[config.mk]
export PLATFORM = sky130hd
export DESIGN_NAME = dm_fetch_responder
export DESIGN_NICKNAME = d
export VERILOG_FILES = /design/src/rtl/dm_fetch_responder.sv
export SDC_FILE = /design/constraint.sdc
export NUM_CORES = 1
export LEC_CHECK = 0
export ABC_AREA = 1
export BUFFER_PORTS_ARGS = -buffer_cell sky130_fd_sc_hd__buf_2
export CORE_MARGIN = 2
export CORE_UTILIZATION = 51
export CTS_CLUSTER_DIAMETER = 150
export DETAILED_ROUTE_END_ITERATION = 16
export GPL_ROUTABILITY_DRIVEN = 0
export GPL_TIMING_DRIVEN = 0
export PLACE_DENSITY = 0.85
export SYNTH_ARGS = -nofsm -noshare
export SYNTH_HDL_FRONTEND = slang
export SYNTH_SLANG_ARGS = --single-unit
[constraint.sdc]
create_clock -name clk_i -period 4.71 [get_ports clk_i]
set_input_delay 0 -clock clk_i [delete_from_list [all_inputs] [get_ports clk_i]]
set_output_delay 0 -clock clk_i [all_outputs]
set_load 0.02 [all_outputs]
[src/rtl/dm_fetch_responder.sv]
// Debug-module responder for core instruction fetches to the halt and exception entry points.
// Build option DM_FETCH_UNMAPPED_ERR_EN: unmapped fetches return an error instead of a nop.
module dm_fetch_responder #(
    parameter logic [31:0] DmHaltAddr      = 32'h0000_0800,
    parameter logic [31:0] DmExceptionAddr = 32'h0000_0808,
    parameter int unsigned MaxOutstanding  = 2,
    parameter int unsigned RespDelay       = 1
) (
    input  logic        clk_i,
    input  logic        rst_ni,
    input  logic        instr_req_i,
    input  logic [31:0] instr_addr_i,
    output logic        instr_gnt_o,
    output logic        instr_rvalid_o,
    output logic [31:0] instr_rdata_o,
    output logic        instr_err_o,
    output logic        dm_exception_o,
    input  logic        dm_exception_clr_i,
    output logic [7:0]  exc_count_o
);

    typedef enum logic [1:0] {
        CLS_HALT,
        CLS_EXC,
        CLS_UNMAPPED
    } fetch_class_e;

    localparam logic [2:0]  MAX_OUT  = 3'(MaxOutstanding);
    localparam logic [2:0]  DELAY    = 3'(RespDelay);
    localparam logic [1:0]  LAST_PTR = 2'(MaxOutstanding - 1);
    localparam logic [31:0] JAL_SELF = 32'h0000_006F;
    localparam logic [31:0] NOP      = 32'h0000_0013;

    fetch_class_e fifo_q [4];
    logic [1:0]   wr_ptr_q;
    logic [1:0]   rd_ptr_q;
    logic [2:0]   count_q;
    logic [2:0]   countdown_q;
    logic         exc_flag_q;
    logic [7:0]   exc_count_q;

    fetch_class_e req_class;
    fetch_class_e head_class;
    logic         push;
    logic         pop;
    logic         head_is_exc;
    logic         unused_addr_bits;

    function automatic logic [1:0] next_ptr(input logic [1:0] ptr);
        return (ptr == LAST_PTR) ? 2'd0 : ptr + 2'd1;
    endfunction

    assign unused_addr_bits = ^instr_addr_i[1:0];

    // Exception address is checked first so it wins when both entry points share a word.
    always_comb begin
        req_class = CLS_UNMAPPED;
        if (instr_addr_i[31:2] == DmExceptionAddr[31:2]) begin
            req_class = CLS_EXC;
        end else if (instr_addr_i[31:2] == DmHaltAddr[31:2]) begin
            req_class = CLS_HALT;
        end
    end

    assign push        = instr_req_i && (count_q < MAX_OUT);
    assign pop         = (count_q != 3'd0) && (countdown_q == 3'd1);
    assign head_class  = fifo_q[rd_ptr_q];
    assign head_is_exc = pop && (head_class == CLS_EXC);

    assign instr_gnt_o    = push;
    assign instr_rvalid_o = pop;
    assign dm_exception_o = exc_flag_q;
    assign exc_count_o    = exc_count_q;

    always_comb begin
        instr_rdata_o = 32'h0;
        instr_err_o   = 1'b0;
        if (pop) begin
            case (head_class)
                CLS_HALT: instr_rdata_o = JAL_SELF;
                CLS_EXC:  instr_rdata_o = JAL_SELF;
                default: begin
`ifdef DM_FETCH_UNMAPPED_ERR_EN
                    instr_rdata_o = 32'h0;
                    instr_err_o   = 1'b1;
`else
                    instr_rdata_o = NOP;
                    instr_err_o   = 1'b0;
`endif
                end
            endcase
        end
    end

    always_ff @(posedge clk_i) begin
        if (push) begin
            fifo_q[wr_ptr_q] <= req_class;
        end
    end

    // Countdown reloads whenever a new entry becomes head, so a pop never frees its slot early.
    always_ff @(posedge clk_i) begin
        if (!rst_ni) begin
            wr_ptr_q    <= 2'd0;
            rd_ptr_q    <= 2'd0;
            count_q     <= 3'd0;
            countdown_q <= 3'd0;
            exc_flag_q  <= 1'b0;
            exc_count_q <= 8'd0;
        end else begin
            if (push) begin
                wr_ptr_q <= next_ptr(wr_ptr_q);
            end
            if (pop) begin
                rd_ptr_q <= next_ptr(rd_ptr_q);
            end

            case ({push, pop})
                2'b10:   count_q <= count_q + 3'd1;
                2'b01:   count_q <= count_q - 3'd1;
                default: count_q <= count_q;
            endcase

            if (pop) begin
                countdown_q <= ((count_q > 3'd1) || push) ? DELAY : 3'd0;
            end else if (count_q == 3'd0) begin
                countdown_q <= push ? DELAY : 3'd0;
            end else begin
                countdown_q <= countdown_q - 3'd1;
            end

            if (head_is_exc) begin
                exc_flag_q <= 1'b1;
            end else if (dm_exception_clr_i) begin
                exc_flag_q <= 1'b0;
            end

            if (head_is_exc && (exc_count_q != 8'hFF)) begin
                exc_count_q <= exc_count_q + 8'd1;
            end
        end
    end

endmodule

==> insert_results.sql, run 1 <==
INSERT INTO impl_metrics (metric_group, metric, value, unit) VALUES
('die', 'initial_utilization', '0.5419', ''),
('placement', 'dpl-instance-area', '2243', 'µm²'),
('die', 'die_width', '64.01', 'µm'),
('layout', 'antenna_cells', '0', ''),
('cts', 'worst_setup_hold_path_clk_slew', '0.09', 'ns'),
('global_route', 'grt_pass1_vias', '1505', ''),
('global_route', 'grt_first_pass_wirelength', '5.989', 'mm'),
('cts', 'clock-root-buffer', 'sky130_fd_sc_hd__clkbuf_4', ''),
('timing', 'hold_violations', '0', ''),
('synth', 'ys_ff_latch', '29', ''),
('timing', 'hold-worst-slack', '0.03403', 'ns'),
('route', 'top_layer', 'met4', ''),
('route', 'drt-initial-drc-count', '34', ''),
('layout', 'post_synthesis_to_final_layout_area_growth', '26.23', '%'),
('setup_path', 'worst-endpoint-arrival', '2.21', 'ns'),
('layout', 'design_area', '2318', 'µm²'),
('layout', 'fill_cell_total_of_the_finished_layout', '293', ''),
('pwr', 'vdd_ir_drop_max', '0.0002797', 'V'),
('route', 'routed_wl', '3.507', 'mm'),
('placement', 'place_inst', '366', ''),
('setup_path', 'timing_worst_setup_path_type', 'register to register', ''),
('worst_hold_path', 'min-delay-path-class', 'primary input to register', ''),
('pwr', 'leakagePower', '1.246', 'nW'),
('cts', 'cts_hold_buffers', '2', ''),
('cts', 'cts_inserted_buffers', '5', ''),
('route', 'via_count', '1610', ''),
('worst_hold_path', 'whs_path_depth', '3', ''),
('setup_path', 'end_kind', 'register', ''),
('die', 'core_area', '3390', 'µm²'),
('route', 'detailedRoute.firstPassIterationCount', '5', ''),
('route', 'ant_nets', '0', ''),
('timing', 'slew_violations', '0', ''),
('setup_path', 'reg2regPathDepth', '10', ''),
('cts', 'cts_repair_resize_count', '0', ''),
('timing', 'rsz_0062_raised_after_global_routing', 'false', ''),
('synth', 'synthCells', '244', ''),
('placement', 'port_buffers', '51', ''),
('die', 'fp-row-count', '21', ''),
('setup_path', 'path_max_fanout', '8', ''),
('layout', 'fin_nets', '373', ''),
('pwr', 'power_total', '0.0008069', 'W'),
('timing', 'clock-skew-final', '0.003620', 'ns'),
('cts', 'cts_num_sinks', '29', ''),
('route', 'routed-wl-met2', '1.818', 'mm'),
('synth', 'synth_cell_types', '26', ''),
('cts', 'worstSkewPairLatency', '0.33', 'ns'),
('setup_path', 'worstPathRequired', '4.94', 'ns'),
('run', 'drv.max_cap_violation_count', '0', ''),
('timing', 'setup_viol_count_final', '0', ''),
('cts', 'post-cts-setup-buffers', '0', ''),
('status', 'outcome', 'complete, no violations', ''),
('global_route', 'grt_overflow', '0', ''),
('placement', 'hpwlAfterDp', '2.856', 'mm'),
('timing', 'timing.final.crit_share', '0.4202', ''),
('global_route', 'track_usage', '0.1871', ''),
('cts', 'clock_tree.buffer_depth', '2', ''),
('die', 'pin_count', '80', ''),
('setup_path', 'worstSetupStartpointType', 'register', ''),
('die', 'die_height', '64.01', 'µm'),
('route', 'wl_met3', '218', 'µm'),
('route', 'routed_wire_length_per_instance', '9.327', 'µm'),
('die', 'design.die.area', '4097', 'µm²'),
('route', 'drc_errors', '0', ''),
('pwr', 'p_per_area', '348.0', 'nW/µm²'),
('timing', 'post_route_setup_tns', '0', 'ns'),
('synth', 'synth_area_per_cell', '7.528', 'µm²'),
('global_route', 'pin_count_of_the_biggest_net_entering_global_routing', '11', ''),
('timing', 'min_period', '1.979', 'ns'),
('layout', 'stdcell_count', '376', ''),
('timing', 'fmax', '505.3', 'MHz'),
('cts', 'tritoncts', 'done', ''),
('synth', 'synth_seq_area_share', '0.3597', ''),
('layout', 'fraction_of_layout_instances_using_a_drive_strength_above_1', '0.3152', ''),
('cts', 'htree_levels', '2', ''),
('route', 'detail_route.wirelength.met1', '1.439', 'mm'),
('route', 'post_drt_via_cell_ratio', '4.282', ''),
('synth', 'yosys_warnings', '0', ''),
('synth', 'synthesis.area', '1837', 'µm²'),
('global_route', 'grt_antenna_before_repair', '0', '');
-- per-stage QoR --
stage | worst slack (ns) | util
after detailed placement | 2.749 | 0.6619
after CTS | 2.719 | 0.6840
after global routing | 2.613 | 0.6840
final | 2.731 | 0.6840
after global placement | 2.775 | 0.6619
after floorplan | 2.872 | -
-- cells in the final DEF (no fill, tap or decap), types with 3 or more instances in the layout --
| master | synthesis | routed |
|---|---|---|
| sky130_fd_sc_hd__nor4_1 | 6 | 6 |
| sky130_fd_sc_hd__dfxtp_1 | 21 | 21 |
| sky130_fd_sc_hd__ha_1 | 8 | 8 |
| sky130_fd_sc_hd__a21oi_1 | 5 | 5 |
| sky130_fd_sc_hd__nand3_1 | 9 | 9 |
| sky130_fd_sc_hd__buf_4 | 32 | 32 |
| sky130_fd_sc_hd__nand3_2 | 3 | 3 |
| sky130_fd_sc_hd__buf_2 | 0 | 51 |
| sky130_fd_sc_hd__xor2_1 | 3 | 3 |
| sky130_fd_sc_hd__o21ai_0 | 6 | 6 |
| sky130_fd_sc_hd__nor2_1 | 44 | 44 |
| sky130_fd_sc_hd__inv_1 | 33 | 33 |
| sky130_fd_sc_hd__edfxtp_1 | 8 | 8 |
| sky130_fd_sc_hd__nand2_1 | 43 | 43 |
| sky130_fd_sc_hd__nand4_1 | 4 | 4 |
| sky130_fd_sc_hd__nor3_1 | 4 | 4 |
| sky130_fd_sc_hd__clkbuf_4 | 0 | 5 |
| sky130_fd_sc_hd__conb_1 | 1 | 26 |
-- final timing paths --
check | slack (ns) | endpoint | startpoint
setup reg to reg | 2.73 | count_q[2] | count_q[0]
setup / recovery | 2.73 | count_q[2] | count_q[0]
hold / removal | 0.03 | fifo_q[0][0] | instr_addr_i[3]
hold reg to reg | 0.44 | rd_ptr_q[1] | rd_ptr_q[1]
-- worst max-delay path, cell delays in order, from the launching register on --
cell	delay (ns)
sky130_fd_sc_hd__dfxtp_1	0.41
sky130_fd_sc_hd__inv_1	0.10
sky130_fd_sc_hd__ha_1	0.23
sky130_fd_sc_hd__nand2_4	0.10
sky130_fd_sc_hd__nand3b_4	0.14
sky130_fd_sc_hd__clkinv_2	0.16
sky130_fd_sc_hd__ha_1	0.29
sky130_fd_sc_hd__nor2_1	0.13
sky130_fd_sc_hd__o21ai_0	0.10
sky130_fd_sc_hd__o21ai_0	0.16
sky130_fd_sc_hd__a21oi_1	0.05
-- cells in the mapped netlist --
library cell | count | area, µm²
sky130_fd_sc_hd__xnor2_1 | 2 | 17.52
sky130_fd_sc_hd__nand4_1 | 4 | 25.02
sky130_fd_sc_hd__buf_4 | 32 | 240.2
sky130_fd_sc_hd__dfxtp_1 | 21 | 420.4
sky130_fd_sc_hd__edfxtp_1 | 8 | 240.2
sky130_fd_sc_hd__nand3_2 | 3 | 30.03
sky130_fd_sc_hd__nand2_1 | 43 | 161.4
sky130_fd_sc_hd__nor4_1 | 6 | 37.54
sky130_fd_sc_hd__nand3b_4 | 1 | 20.02
sky130_fd_sc_hd__nor2_1 | 44 | 165.2
sky130_fd_sc_hd__nand2_2 | 2 | 12.51
sky130_fd_sc_hd__nor3_1 | 4 | 20.02
sky130_fd_sc_hd__nor2_4 | 1 | 11.26
sky130_fd_sc_hd__inv_1 | 33 | 123.9
sky130_fd_sc_hd__a21oi_1 | 5 | 25.02
sky130_fd_sc_hd__clkinv_2 | 1 | 5.000
sky130_fd_sc_hd__nand3_1 | 9 | 45.04
sky130_fd_sc_hd__inv_2 | 2 | 7.510
sky130_fd_sc_hd__o21ai_0 | 6 | 30.03
sky130_fd_sc_hd__xor2_1 | 3 | 26.28
sky130_fd_sc_hd__o31ai_1 | 1 | 7.510
sky130_fd_sc_hd__ha_1 | 8 | 100.1
sky130_fd_sc_hd__nand4_4 | 1 | 21.27
sky130_fd_sc_hd__conb_1 | 1 | 3.750
sky130_fd_sc_hd__nand2_4 | 2 | 22.52
sky130_fd_sc_hd__nand3_4 | 1 | 17.52
-- layer usage --
layer  track usage  vias up
li1              -      880
met1        0.1987      687
met2        0.3242       39
met3       0.07394        4
met4       0.08424        0
met5             0        -
-- registers in the layout, summed over array words and instances, names as in the netlist, named ones only --
name,flops
exc_count_o,8
fifo_q,8
count_q,3
countdown_q,3
rd_ptr_q,2
wr_ptr_q,2
dm_exception_o,1
-- report_power, final --
part / switching (W) / total, W / internal, W
Clock: 0.0000935 / 0.000150 / 0.0000564
Sequential: 0.0000238 / 0.000313 / 0.000289
Combinational: 0.000209 / 0.000344 / 0.000135
Total: 0.000326 / 0.000807 / 0.000481
-- cells by family after synthesis --
group | synth area share
AND/OR/NAND/NOR | 0.3208
buffers and inverters | 0.2050
flip-flops | 0.3597
AO/OA/AOI/OAI | 0.03406
adder cells (fa/ha/maj) | 0.05450
XOR/XNOR | 0.02385
other | 0.002042
-- area by class of cell --
| cell class | instances | area, µm² | share of cell area |
|---|---|---|---|
| Sequential cell | 29 | 660.6 | 0.2849 |
| Multi-Input combinational cell | 172 | 893.4 | 0.3853 |
| Buffer | 32 | 240.2 | 0.1036 |
| Clock buffer | 5 | 37.54 | 0.01619 |
| Timing Repair Buffer | 53 | 275.3 | 0.1187 |
| Inverter | 36 | 136.4 | 0.05882 |
| Tap cell | 46 | 57.56 | 0.02482 |
| Clock inverter | 3 | 17.52 | 0.007555 |
Power figures use the tool's default switching activity.
==> run 2: changes to the inputs <==
CORE_UTILIZATION = 47   (was 51)
PLACE_DENSITY = 0.79   (was 0.85)
clock period = 1.85 ns   (was 4.71 ns; I/O delays follow)
==> run 2 against run 1 <==
Effect of this change: critical path depth unchanged; sequential power rose to 2.6 times the previous value; power rose to 3.0 times the previous value; largest cell class unchanged; hold slack worse by 0.013 ns; critical endpoint unchanged; clock skew up 0.0020 ns.
==> insert_results.sql, run 2 (synthesis gave the netlist of run 1 again) <==
INSERT INTO impl_metrics (metric_group, metric, value, unit) VALUES
('worst_hold_path', 'whs_endpoint', 'count_q[2]', ''),
('pwr', 'net-switching-power', '0.0008552', 'W'),
('route', 'ant_nets', '0', ''),
('timing', 'clock-skew-final', '0.005593', 'ns'),
('setup_path', 'r2r_slack', '0.15', 'ns'),
('timing', 'rsz_0062_raised_after_global_routing', 'false', ''),
('setup_path', 'worstPathRequired', '2.02', 'ns'),
('global_route', 'grt_pass1_vias', '1460', ''),
('layout', 'fill_cell_total_of_the_finished_layout', '352', ''),
('status', 'outcome', 'complete, no violations', ''),
('setup_path', 'end_kind', 'register', ''),
('pwr', 'leakagePower', '1.280', 'nW'),
('global_route', 'grt_first_pass_wirelength', '5.968', 'mm'),
('global_route', 'groute.layer.met2.usage', '0.3038', ''),
('cts', 'worst_setup_hold_path_clk_slew', '0.07', 'ns'),
('route', 'detailedRoute.firstPassIterationCount', '4', ''),
('route', 'routed_wl', '3.496', 'mm'),
('placement', 'dpl-instance-area', '2246', 'µm²'),
('global_route', 'track_usage', '0.1777', ''),
('die', 'fp-row-count', '22', ''),
('timing', 'hold-worst-slack', '0.02150', 'ns'),
('placement', 'hpwlAfterDp', '2.726', 'mm'),
('die', 'design.die.area', '4424', 'µm²'),
('route', 'drc_errors', '0', ''),
('pwr', 'power_frac_seq', '0.338', ''),
('global_route', 'grt_antenna_before_repair', '0', ''),
('setup_path', 'reg2regPathDepth', '10', ''),
('cts', 'worstSkewPairLatency', '0.28', 'ns'),
('global_route', 'grt_overflow', '0', ''),
('die', 'die_width', '66.52', 'µm'),
('setup_path', 'worstSetupStartpointType', 'register', ''),
('cts', 'clock_tree.buffer_depth', '2', ''),
('pwr', 'intPower', '0.001541', 'W'),
('die', 'pin_count', '80', ''),
('pwr', 'combinationalPowerShare', '0.393', ''),
('worst_hold_path', 'min-delay-path-class', 'primary input to register', ''),
('global_route', 'grt.busiest_layer', 'met2', ''),
('cts', 'tritoncts', 'done', ''),
('run', 'drv.max_cap_violation_count', '0', ''),
('pwr', 'netSwitchingFraction', '0.3568', ''),
('timing', 'fmax', '589.1', 'MHz'),
('setup_path', 'critPathMaxStageDelay', '0.37', 'ns'),
('pwr', 'p_per_area', '990.4', 'nW/µm²'),
('global_route', 'met3_capacity_usage_during_global_routing', '0.05236', ''),
('timing', 'hold_violations', '0', ''),
('worst_hold_path', 'hp-start', 'rst_ni', ''),
('setup_path', 'timing_worst_setup_path_type', 'register to register', ''),
('layout', 'commonest_non_fill_non_tap_cell_in_the_layout', 'sky130_fd_sc_hd__buf_2', ''),
('worst_hold_path', 'whs_path_depth', '3', ''),
('cts', 'htree_levels', '2', ''),
('setup_path', 'worstReg2RegEnd', 'count_q[2]', ''),
('die', 'die_height', '66.52', 'µm'),
('cts', 'cts_num_sinks', '29', ''),
('setup_path', 'cells_along_the_critical_path', 'inv_1 -> ha_2 -> nand2_4 -> nand3b_4 -> inv_8 -> ha_4 -> nor2_1 -> o21ai_0 -> o21ai_1 -> a21oi_1', ''),
('die', 'initial_utilization', '0.4943', ''),
('route', 'routed_wire_length_per_instance', '9.176', 'µm'),
('layout', 'design_area', '2420', 'µm²'),
('global_route', 'pin_count_of_the_biggest_net_entering_global_routing', '11', ''),
('timing', 'timing.final.crit_share', '0.9175', ''),
('layout', 'antenna_cells', '0', ''),
('route', 'drt-initial-drc-count', '60', ''),
('pwr', 'vdd_ir_drop_max', '0.0007565', 'V'),
('timing', 'slew_violations', '0', ''),
('setup_path', 'path_max_fanout', '5', ''),
('die', 'core_area', '3716', 'µm²'),
('setup_path', 'worst-endpoint-arrival', '1.87', 'ns'),
('setup_path', 'worst_r2r_src', 'count_q[0]', ''),
('pwr', 'clkPwrFrac', '0.269', ''),
('timing', 'setup_viol_count_final', '0', ''),
('cts', 'cts_inserted_buffers', '5', ''),
('layout', 'fraction_of_layout_instances_using_a_drive_strength_above_1', '0.3393', ''),
('cts', 'clock-root-buffer', 'sky130_fd_sc_hd__clkbuf_8', ''),
('placement', 'port_buffers', '51', ''),
('layout', 'fin_nets', '376', ''),
('global_route', 'grt.met1_usage', '0.2030', ''),
('setup_path', 'crit_slowest_cell', 'sky130_fd_sc_hd__dfxtp_2', ''),
('route', 'via_count', '1655', ''),
('route', 'post_drt_via_cell_ratio', '4.344', ''),
('timing', 'min_period', '1.697', 'ns'),
('layout', 'layout_common_cells', 'sky130_fd_sc_hd__buf_2, sky130_fd_sc_hd__nor2_1, sky130_fd_sc_hd__nand2_1', ''),
('layout', 'post_synthesis_to_final_layout_area_growth', '31.74', '%');
run 2: worst max path at each step:
stage                           from    endpoint  slack [ns]  cells after the start
after floorplan           count_q[1]  count_q[2]        0.01                     10
after global placement    count_q[0]  count_q[2]       -0.08                     10
after detailed placement  count_q[0]  count_q[2]       -0.11                     10
after CTS                 count_q[1]  count_q[2]        0.09                     10
after global routing      count_q[0]  count_q[2]        0.02                     10
final                     count_q[0]  count_q[2]        0.15                     10
run 2: cell type report:
cell class / count / area [µm²] / share of cell area
Tap cell: 48 / 60.06 / 0.02482
Clock inverter: 3 / 41.29 / 0.01706
Inverter: 36 / 142.6 / 0.05895
Sequential cell: 29 / 663.1 / 0.2740
Multi-Input combinational cell: 172 / 908.4 / 0.3754
Timing Repair Buffer: 56 / 295.3 / 0.1220
Clock buffer: 5 / 68.82 / 0.02844
Buffer: 32 / 240.2 / 0.09928
run 2: metal layers:
metal / vias up / wire length, µm
met1: 727 / 1504
met3: 9 / 163
met5: - / 0
met2: 36 / 1751
met4: 0 / 77
li1: 883 / -
run 2: power groups by stage:
stage | Clock [W] | Sequential, W | Combinational [W]
2_1_floorplan | 0 | 0.000802 | 0.000691
3_3_place_gp | 0 | 0.000811 | 0.000836
3_5_place_dp | 0 | 0.000817 | 0.000851
4_1_cts | 0.000653 | 0.000808 | 0.000896
5_1_grt | 0.000687 | 0.000821 | 0.00105
6_report | 0.000644 | 0.000810 | 0.000943
run 2: per-stage QoR:
step           worst slack, ns    util  std cells  setup TNS (ns)  power, W
6_report                0.1526  0.6512        381               0  0.002397
3_5_place_dp           -0.1143  0.6044        368         -0.1143  0.001668
2_1_floorplan          0.01201       -        269               0  0.001493
4_1_cts                0.09107  0.6421        377               0  0.002356
5_1_grt                0.01818  0.6512        381               0  0.002562
3_3_place_gp          -0.07845  0.6044        368        -0.07845  0.001648
run 2: what timing repair did:
action                     CTS  global route
hold buffers                 1             0
setup endpoints to repair    1             1
cloned                       0             0
gates resized for setup      5             3
buffers inserted             0             4
hold endpoints to repair     1             0
run 2: worst max-delay path, delay by kind of cell, from the launching register on:
kind | cells | cell delay (ns)
buffers and inverters | 2 | 0.18
adder cells (fa/ha/maj) | 2 | 0.40
AND/OR/NAND/NOR | 3 | 0.34
AO/OA/AOI/OAI | 3 | 0.31
flip-flops | 1 | 0.37
